--- config.mk ---
export PLATFORM = sky130hd
export DESIGN_NAME = disp_arbiter
export DESIGN_NICKNAME = d
export VERILOG_FILES = /design/src/rtl/disp_arbiter.sv
export SDC_FILE = /design/constraint.sdc
export NUM_CORES = 1
export LEC_CHECK = 0
export BUFFER_PORTS_ARGS = -buffer_cell sky130_fd_sc_hd__buf_2
export CORE_ASPECT_RATIO = 1.5
export CORE_UTILIZATION = 56
export DETAILED_ROUTE_END_ITERATION = 6
export PLACE_DENSITY_LB_ADDON = 0.15
export RECOVER_POWER = 100
export REMOVE_ABC_BUFFERS = 1
export SETUP_SLACK_MARGIN = 0.5
export SLEW_MARGIN = 25
export SYNTH_ARGS = -nofsm -noshare
export SYNTH_HDL_FRONTEND = slang
export SYNTH_SLANG_ARGS = --single-unit
--- constraint.sdc ---
create_clock -name clk_i -period 4.8 [get_ports clk_i]
set_clock_uncertainty 0.15 [all_clocks]
set_input_delay 0.72 -clock clk_i [delete_from_list [all_inputs] [get_ports clk_i]]
set_output_delay 0.72 -clock clk_i [all_outputs]
set_load 0.01 [all_outputs]
--- src/rtl/disp_arbiter.sv ---
// disp_arbiter: round-robin owner arbitration for a shared 8-segment display.
// A 1 ms prescaler drives the minimum-hold timer and the inter-owner gap.
module disp_arbiter #(
    parameter int unsigned CLK_IN_MHZ   = 125,
    parameter logic        LED_POLARITY = 1'b1,
    parameter int unsigned N_REQ        = 4,
    parameter int unsigned HOLD_MS      = 500
) (
    input  logic                     clk_i,
    input  logic                     rstn_i,
    input  logic [N_REQ-1:0]         req_i,
    input  logic [N_REQ*8-1:0]       pat_i,
    output logic [N_REQ-1:0]         grant_o,
    output logic [$clog2(N_REQ)-1:0] owner_o,
    output logic [7:0]               seg_display_o,
    output logic                     tick_o
);

    localparam int unsigned OW   = $clog2(N_REQ);
    localparam int unsigned TERM = CLK_IN_MHZ * 1000;
    localparam int unsigned CW   = $clog2(TERM);
    localparam int unsigned HW   = $clog2(HOLD_MS + 1);

    localparam logic [CW-1:0]    CNT_LAST = CW'(TERM - 1);
    localparam logic [HW-1:0]    HOLD_MAX = HW'(HOLD_MS);
    localparam logic [OW-1:0]    LAST_RST = OW'(N_REQ - 1);
    localparam logic [N_REQ-1:0] ONE      = N_REQ'(1);
    localparam logic [7:0]       BLANK    = LED_POLARITY ? 8'h00 : 8'hFF;

    typedef enum logic [1:0] {
        IDLE  = 2'd0,
        GRANT = 2'd1,
        GAP   = 2'd2
    } state_e;

    state_e            state_q, state_d;
    logic [CW-1:0]     cnt_q, cnt_d;
    logic              tick_q, tick_d;
    logic [HW-1:0]     hold_q, hold_d;
    logic [OW-1:0]     last_q, last_d;
    logic [N_REQ-1:0]  grant_q, grant_d;
    logic [OW-1:0]     owner_q, owner_d;
    logic [7:0]        seg_q, seg_d;

    logic              go;
    logic [OW-1:0]     pick;
    logic [OW-1:0]     sel;
    logic              others;
    logic [7:0]        raw;

    // Lowest set request strictly after 'last', wrapping around.
    function automatic logic [OW-1:0] rr_pick(
        input logic [N_REQ-1:0] req,
        input logic [OW-1:0]    last
    );
        logic [OW-1:0] p;
        logic          found;
        logic [31:0]   idx;
        p     = '0;
        found = 1'b0;
        for (int unsigned i = 1; i <= N_REQ; i++) begin
            idx = 32'(last) + i;
            if (idx >= N_REQ) idx = idx - N_REQ;
            if (!found && req[idx[OW-1:0]]) begin
                p     = idx[OW-1:0];
                found = 1'b1;
            end
        end
        return p;
    endfunction

    // Next-state logic: prescaler, arbitration FSM and registered outputs.
    always_comb begin
        cnt_d   = (cnt_q == CNT_LAST) ? '0 : cnt_q + 1'b1;
        tick_d  = (cnt_q == CNT_LAST);
        state_d = state_q;
        hold_d  = hold_q;
        last_d  = last_q;
        go      = 1'b0;
        pick    = rr_pick(req_i, last_q);
        others  = |(req_i & ~grant_q);
        sel     = owner_q;
        unique case (state_q)
            IDLE: begin
                if (|req_i) go = 1'b1;
            end
            GRANT: begin
                if (!req_i[owner_q] || (hold_q == HOLD_MAX && others)) begin
                    state_d = GAP;
                end else if (tick_q && hold_q != HOLD_MAX) begin
                    hold_d = hold_q + 1'b1;
                end
            end
            GAP: begin
                if (tick_q) begin
                    if (|req_i) go = 1'b1;
                    else        state_d = IDLE;
                end
            end
            default: state_d = IDLE;
        endcase
        if (go) begin
            state_d = GRANT;
            sel     = pick;
            last_d  = pick;
            hold_d  = '0;
        end
        raw = pat_i[{sel, 3'b000} +: 8];
        if (state_d == GRANT) begin
            grant_d = ONE << sel;
            owner_d = sel;
            seg_d   = LED_POLARITY ? raw : ~raw;
        end else begin
            grant_d = '0;
            owner_d = '0;
            seg_d   = BLANK;
        end
    end

    // State and output registers, cleared asynchronously.
    always_ff @(posedge clk_i or negedge rstn_i) begin
        if (!rstn_i) begin
            state_q <= IDLE;
            cnt_q   <= '0;
            tick_q  <= 1'b0;
            hold_q  <= '0;
            last_q  <= LAST_RST;
            grant_q <= '0;
            owner_q <= '0;
            seg_q   <= BLANK;
        end else begin
            state_q <= state_d;
            cnt_q   <= cnt_d;
            tick_q  <= tick_d;
            hold_q  <= hold_d;
            last_q  <= last_d;
            grant_q <= grant_d;
            owner_q <= owner_d;
            seg_q   <= seg_d;
        end
    end

    assign grant_o       = grant_q;
    assign owner_o       = owner_q;
    assign seg_display_o = seg_q;
    assign tick_o        = tick_q;

endmodule

== Word level (Yosys, flattened, before mapping) ==
Cells that the tools add are included.

* Bits of input ports: 38
* Register bits: 45
* Output and inout bits: 15
* Logic and storage cells: 92

* Bitwise logic cells: 2
* Equal/unequal tests: 7
* Shift-type cells: 2
* Mux-type cells: 38
* Add/subtract/negate cells: 10
* Reduce and logical (&&, ||, !) cells: 16
* Order comparisons: 9

{| class="wikitable"
|+ Operators by type and width
! kind !! count
|-
| 9-bit 2-to-1 mux || 4
|-
| 32-bit by 6-bit indexed part select with 8-bit output || 1
|-
| 2-bit 2-to-1 mux || 14
|-
| 17-bit by 1-bit adder with 17-bit output (second input constant) || 1
|-
| 17-bit == test (second input constant) || 1
|-
| 17-bit 2-to-1 mux || 1
|-
| 2-bit by 3-bit less-than comparator with 1-bit output (second input constant) || 5
|-
| 1-bit binary-select mux with 2-bit select || 5
|-
| 1-bit 2-to-1 mux || 10
|-
| 9-bit by 1-bit adder with 9-bit output (second input constant) || 1
|-
| 9-bit == test (second input constant) || 1
|-
| 3-bit >= comparator (second input constant) || 3
|-
| 9-bit inequality test (second input constant) || 1
|-
| 8-bit 2-to-1 mux || 1
|-
| 4-bit OR reduction || 2
|-
| 2-bit by 1-bit subtractor with 2-bit output (second input constant) || 4
|-
| 2-bit by 2-bit adder with 3-bit output (second input constant) || 2
|-
| 2-bit case mux with 3 select lines || 1
|-
| 1-bit logical AND || 5
|-
| 2-bit by 3-bit adder with 4-bit output (second input constant) || 1
|-
| 4-bit AND || 1
|-
| 2-bit by 1-bit == test with 1-bit output (second input constant) || 2
|-
| 4-bit by 3-bit >= comparator with 1-bit output (second input constant) || 1
|-
| 1-bit logical NOT || 4
|-
| 11 further kinds || 12
|}

== Longest topological paths before layout ==
* Depth after elaboration: 18
* Gate-level depth with buffers: 7
* Mapped depth without buffers: 7

== Least setup slack after synthesis ==
Ideal clock, no wire load.

* Path type: input -> register
* Start point: input req_i[1]
* End point: register seg_q[0] (netlist: seg_display_o[0])
* Slack: 2.592 ns
* Data required time: 4.515 ns
* Arrival: 1.923 ns
* Path buffers: 1
* Cell stages on the path: 5
* Setup time: 0.135 ns
* Cells stage by stage: nor4_2 -> nor3_1 -> clkbuf_1 -> a32oi_4 -> o22ai_1

* Word-level cells in the longest chain between the ends: 15
* Elaborated cells between the ends (all ways): 41
* Classes of those cells: 1 x eq/ne; 1 x shift; 27 x mux; 1 x bitwise; 11 x reduce/logical

{| class="wikitable"
|+ Ends and longest elaborated chain
! item !! RTL line !! text
|-
| from (decl) || 11 || <nowiki>input logic [N_REQ-1:0] req_i,</nowiki>
|-
| 1-bit binary-select mux with 2-bit select || 64 || <nowiki>if (!found && req[idx[OW-1:0]]) begin</nowiki>
|-
| 1-bit 2-to-1 mux (not written as such) || 64 ||
|-
| 1-bit 2-to-1 mux || 64 ||
|-
| 1-bit logical NOT || 64 ||
|-
| 1-bit logical AND || 64 ||
|-
| 1-bit 2-to-1 mux || 64 ||
|-
| 1-bit logical NOT || 64 ||
|-
| 1-bit logical AND || 64 ||
|-
| 1-bit 2-to-1 mux || 64 ||
|-
| 1-bit logical NOT || 64 ||
|-
| 1-bit logical AND || 64 ||
|-
| 2-bit 2-to-1 mux || 64 ||
|-
| 2-bit 2-to-1 mux || 102 || <nowiki>if (go) begin</nowiki>
|-
| 32-bit by 6-bit indexed part select with 8-bit output || 108 || <nowiki>raw = pat_i[{sel, 3'b000} +: 8];</nowiki>
|-
| 8-bit 2-to-1 mux * || 109 || <nowiki>if (state_d == GRANT) begin</nowiki>
|-
| net seg_d[0] || 43 || <nowiki>logic [7:0] seg_q, seg_d;</nowiki>
|-
| to (signal assigned) || 139 || <nowiki>seg_q <= seg_d;</nowiki>
|-
| to (decl) || 43 ||
|}

The timed path passes the listed nets; every way through them passes the cells marked *. The select of a mux whose other input is x is not followed.
A chain may end at the register's enable or synchronous reset.

== Worst setup path after layout ==
* Start point: register last_q[1]
* End point: register seg_q[3] (netlist: seg_display_o[3])

* Word-level cells in the longest chain between the ends: 18
* Elaborated cells between the ends (all ways): 40
* Classes of those cells: 8 x add/sub; 4 x order compare; 1 x shift; 21 x mux; 6 x reduce/logical

{| class="wikitable"
|+ Ends and longest elaborated chain
! item !! RTL line !! text
|-
| from (decl) || 40 || <nowiki>logic [OW-1:0] last_q, last_d;</nowiki>
|-
| from (signal assigned) || 136 || <nowiki>last_q <= last_d;</nowiki>
|-
| 2-bit by 1-bit adder with 3-bit output || 62 || <nowiki>idx = 32'(last) + i;</nowiki>
|-
| 3-bit >= comparator / 2-bit by 1-bit subtractor with 2-bit output (equally long branches) || 63 || <nowiki>if (idx >= N_REQ) idx = idx - N_REQ;</nowiki>
|-
| 2-bit 2-to-1 mux || 63 ||
|-
| 1-bit binary-select mux with 2-bit select || 64 ||
|-
| 1-bit 2-to-1 mux (not written as such) || 64 ||
|-
| 1-bit 2-to-1 mux || 64 ||
|-
| 1-bit logical NOT || 64 ||
|-
| 1-bit logical AND || 64 ||
|-
| [3 not listed] || n/a ||
|-
| 1-bit 2-to-1 mux || 64 ||
|-
| 1-bit logical NOT || 64 ||
|-
| 1-bit logical AND || 64 ||
|-
| 2-bit 2-to-1 mux * || 64 ||
|-
| 2-bit 2-to-1 mux * || 102 ||
|-
| 32-bit by 6-bit indexed part select with 8-bit output * || 108 ||
|-
| 8-bit 2-to-1 mux * || 109 ||
|-
| net seg_d[3] || 43 ||
|}

Marked as above.

==> impl_metrics.py <==
metrics = {
    "outcome": {
        "run_status": "complete, but fails checks",
        "violations": "capacitance limit, slew limit",
    },
    "yosys": {
        "yosysMostFrequentCell": "dfrtp_1",
        "synth_edf_count": 0,
        "synth_top_area_share_pct": 46.54,
        "seq_area_frac_synth_pct": 48.81,
        "ys_types": 50,
        "synthFlopType": "dfrtp_1",
        "synth_common_cells": "43 x dfrtp_1, 19 x mux2i_1, 19 x nor2_1",
        "ys_seq_elements": 45,
        "synth_top_area_cell": "dfrtp_1",
        "synthTopCellsByArea": "dfrtp_1 47%, mux2i_1 8.2%, xnor2_1 4.5%",
        "yosysWarnings": 0,
        "synthCells": 207,
        "async_reset_ff_share_pct": 100.0,
        "netlist_area_mm2": 0.002312,
        "syn_avg_cell_area_um2": 11.17,
    },
    "run": {
        "cap_violations": 2,
    },
    "clock_tree": {
        "htreeDepth": 2,
        "cts.sinks": 45,
        "clk_latency_ns": 0.29,
        "clk_path_buf_depth": 2,
        "cts-root-buf": "clkbuf_8",
        "clk_pin_slew_ns": 0.08,
        "cts_tree": "yes",
        "post_cts_resized": 0,
        "post_cts_buffers": 0,
        "ctsHoldBuffers": 0,
        "numCtsBuffers": 5,
    },
    "hold_path": {
        "hold_depth": 1,
        "hold_path_class": "reg2reg",
        "hp-start": "cnt_q[15]",
        "hold_end": "cnt_q[15]",
    },
    "global_route": {
        "grt_pass1_wl_mm": 6.941,
        "grt_remaining_overflow": 0,
        "grtUsageTotal_pct": 21.79,
        "grt_pass1_vias": 1742,
        "grt_max_degree": 46,
        "antenna_found_initial": 0,
    },
    "detailed_routing": {
        "wl_met3_um": 128,
        "num_vias": 1798,
        "dr_wl_met2_mm": 2.461,
        "drcViolationCount": 0,
        "postRouteAntennaNets": 0,
        "drtIter0Drc": 12,
        "wl_met1_mm": 1.698,
        "via_per_inst": 5.819,
        "drt-total-wl_mm": 4.349,
        "dr.pass1.iters": 4,
        "wl_per_cell_um": 14.07,
        "routed.top_layer": "met4",
    },
    "critical_path": {
        "cp_max_fo": 19,
        "critPathLaunchType": "flip-flop",
        "crit_type": "reg2reg",
        "r2r_cells": 5,
        "r2r-end": "seg_display_o[3]",
        "crit_required_ns": 4.79,
        "arrival_ns": 2.87,
        "endpoint_kind": "flip-flop",
        "cpPeakStageDelay_ns": 0.87,
        "crit_slowest_cell": "a2111oi_0",
        "startpoint": "last_q[1]",
        "cp_cell_sequence": "mux2_1 -> a2111oi_0 -> a2bb2oi_4 -> mux2i_1 -> o22ai_1",
        "r2r_start": "last_q[1]",
        "rrSetupSlack_ns": 1.91,
    },
    "floorplan": {
        "start_util_pct": 58.41,
        "die_h_um": 80.70,
        "core_area_mm2": 0.003959,
        "row_count": 28,
        "design.die.area_mm2": 0.004395,
        "die_w_um": 54.47,
        "ios": 53,
    },
    "power_and_ir_drop": {
        "total_power_mw": 1.241,
        "power_density_mw_per_mm2": 463.3,
        "irDropWorstVdd_mv": 0.3441,
        "leakage_nw": 1.239,
    },
    "place": {
        "io_buffers": 52,
        "hpwl_mm": 3.173,
        "globalplace.congestion": 0.7619,
    },
    "timing": {
        "fin_setup_tns_ns": 0,
        "fmaxAchievable_mhz": 346.2,
        "period_share_pct": 60.18,
        "slew_headroom_pct": -54.12,
        "worstMarginPinSlew_ns": 2.312,
        "rsz0062_at_grt": "no",
        "final_max_slew_viol_count": 46,
        "layout_min_cycle_time_ns": 2.889,
        "hold_violations": 0,
        "setup_violations": 0,
    },
    "cells_and_area": {
        "fillers": 345,
        "syn_to_final_growth_pct": 15.85,
        "final_nets": 304,
        "diodes": 0,
        "drive_above_1_share_pct": 20.45,
    },
}
## through the flow
step | utilization [%] | hold slack [ns] | cell area (µm²) | worst slack, ns | std cells
floorplan | - | 0.2744 | 2275 | 1.769 | 202
global placement | 65.83 | 0.3144 | 2606 | 1.814 | 301
detailed placement | 66.12 | 0.3305 | 2618 | 1.807 | 301
CTS | 69.15 | 0.3431 | 2738 | 2.068 | 309
global route | 67.67 | 0.3722 | 2679 | 1.672 | 309
finish | 67.67 | 0.3380 | 2679 | 1.911 | 309
## worst max path at each step
stage	to	slack, ns
floorplan	seg_display_o[0]	1.77
global placement	seg_display_o[6]	1.81
detailed placement	seg_display_o[6]	1.81
CTS	seg_display_o[6]	2.07
global route	seg_display_o[2]	1.67
finish	seg_display_o[3]	1.91
## sequential cells by signal, summed over array words and instances, names as in the netlist
name and count:
cnt_q 17, grant_o 4, hold_q 9, last_q 2
owner_o 2, seg_display_o 8, state_q 2, tick_o 1
## worst max-delay path, delay by kind of cell (launching register included)
family,cells,cell delay [ns]
compound gates,3,1.33
flops,1,0.63
mux,2,0.61
## layout make-up
cell class                 count  area (µm²)  area share [%]
sequential                    45        1129           42.13
clock inverter                 2       37.54           1.401
timing repair buffer          54       250.2           9.341
clock buffer                   6       82.58           3.083
inverter                       9       33.78           1.261
multi-input combinational    148        1090           40.68
tap                           45       56.30           2.102
## metal layers
layer  vias up  global-route usage [%]
li1        853                       -
met1       910                   21.73
met2        30                   40.73
met3         5                   5.114
met4         0                   8.718
met5         -                       0
## power breakdown
part,total (mW),switching (mW),internal [mW],leakage [nW]
clock,0.296,0.127,0.169,0.0574
sequential,0.484,0.0366,0.447,0.592
combinational,0.461,0.257,0.205,0.590
## cell usage in the layout (no fill, tap or decap), types with 2 or more instances in the layout
| cell type | instances |
|---|---|
| nor3_1 | 3 |
| nand2_1 | 10 |
| clkbuf_8 | 6 |
| nand3_1 | 10 |
| inv_1 | 9 |
| mux2i_1 | 19 |
| nand4_1 | 4 |
| nor4_1 | 2 |
| and4_1 | 4 |
| dfrtp_1 | 43 |
| nand2b_1 | 5 |
| a21oi_1 | 4 |
| xor2_1 | 6 |
| nor2b_1 | 3 |
| nor2_1 | 19 |
| o21ai_0 | 3 |
| nor3b_1 | 2 |
| xnor2_1 | 12 |
| buf_2 | 35 |
| and3_1 | 3 |
| ha_1 | 3 |
| or3_1 | 3 |
| clkbuf_1 | 18 |
| o22ai_1 | 8 |
## kinds of logic (layout without fill, tap and decap cells)
group	Yosys count	after routing	synth area share (%)
buf+inv	14	71	3.084
compound gates	29	29	10.93
xor+xnor	18	18	6.818
flops	45	45	48.81
simple gates	77	77	18.89
mux	21	21	9.848
fa+ha+maj	3	3	1.624
No activity file was read; power rests on OpenSTA's default activity.
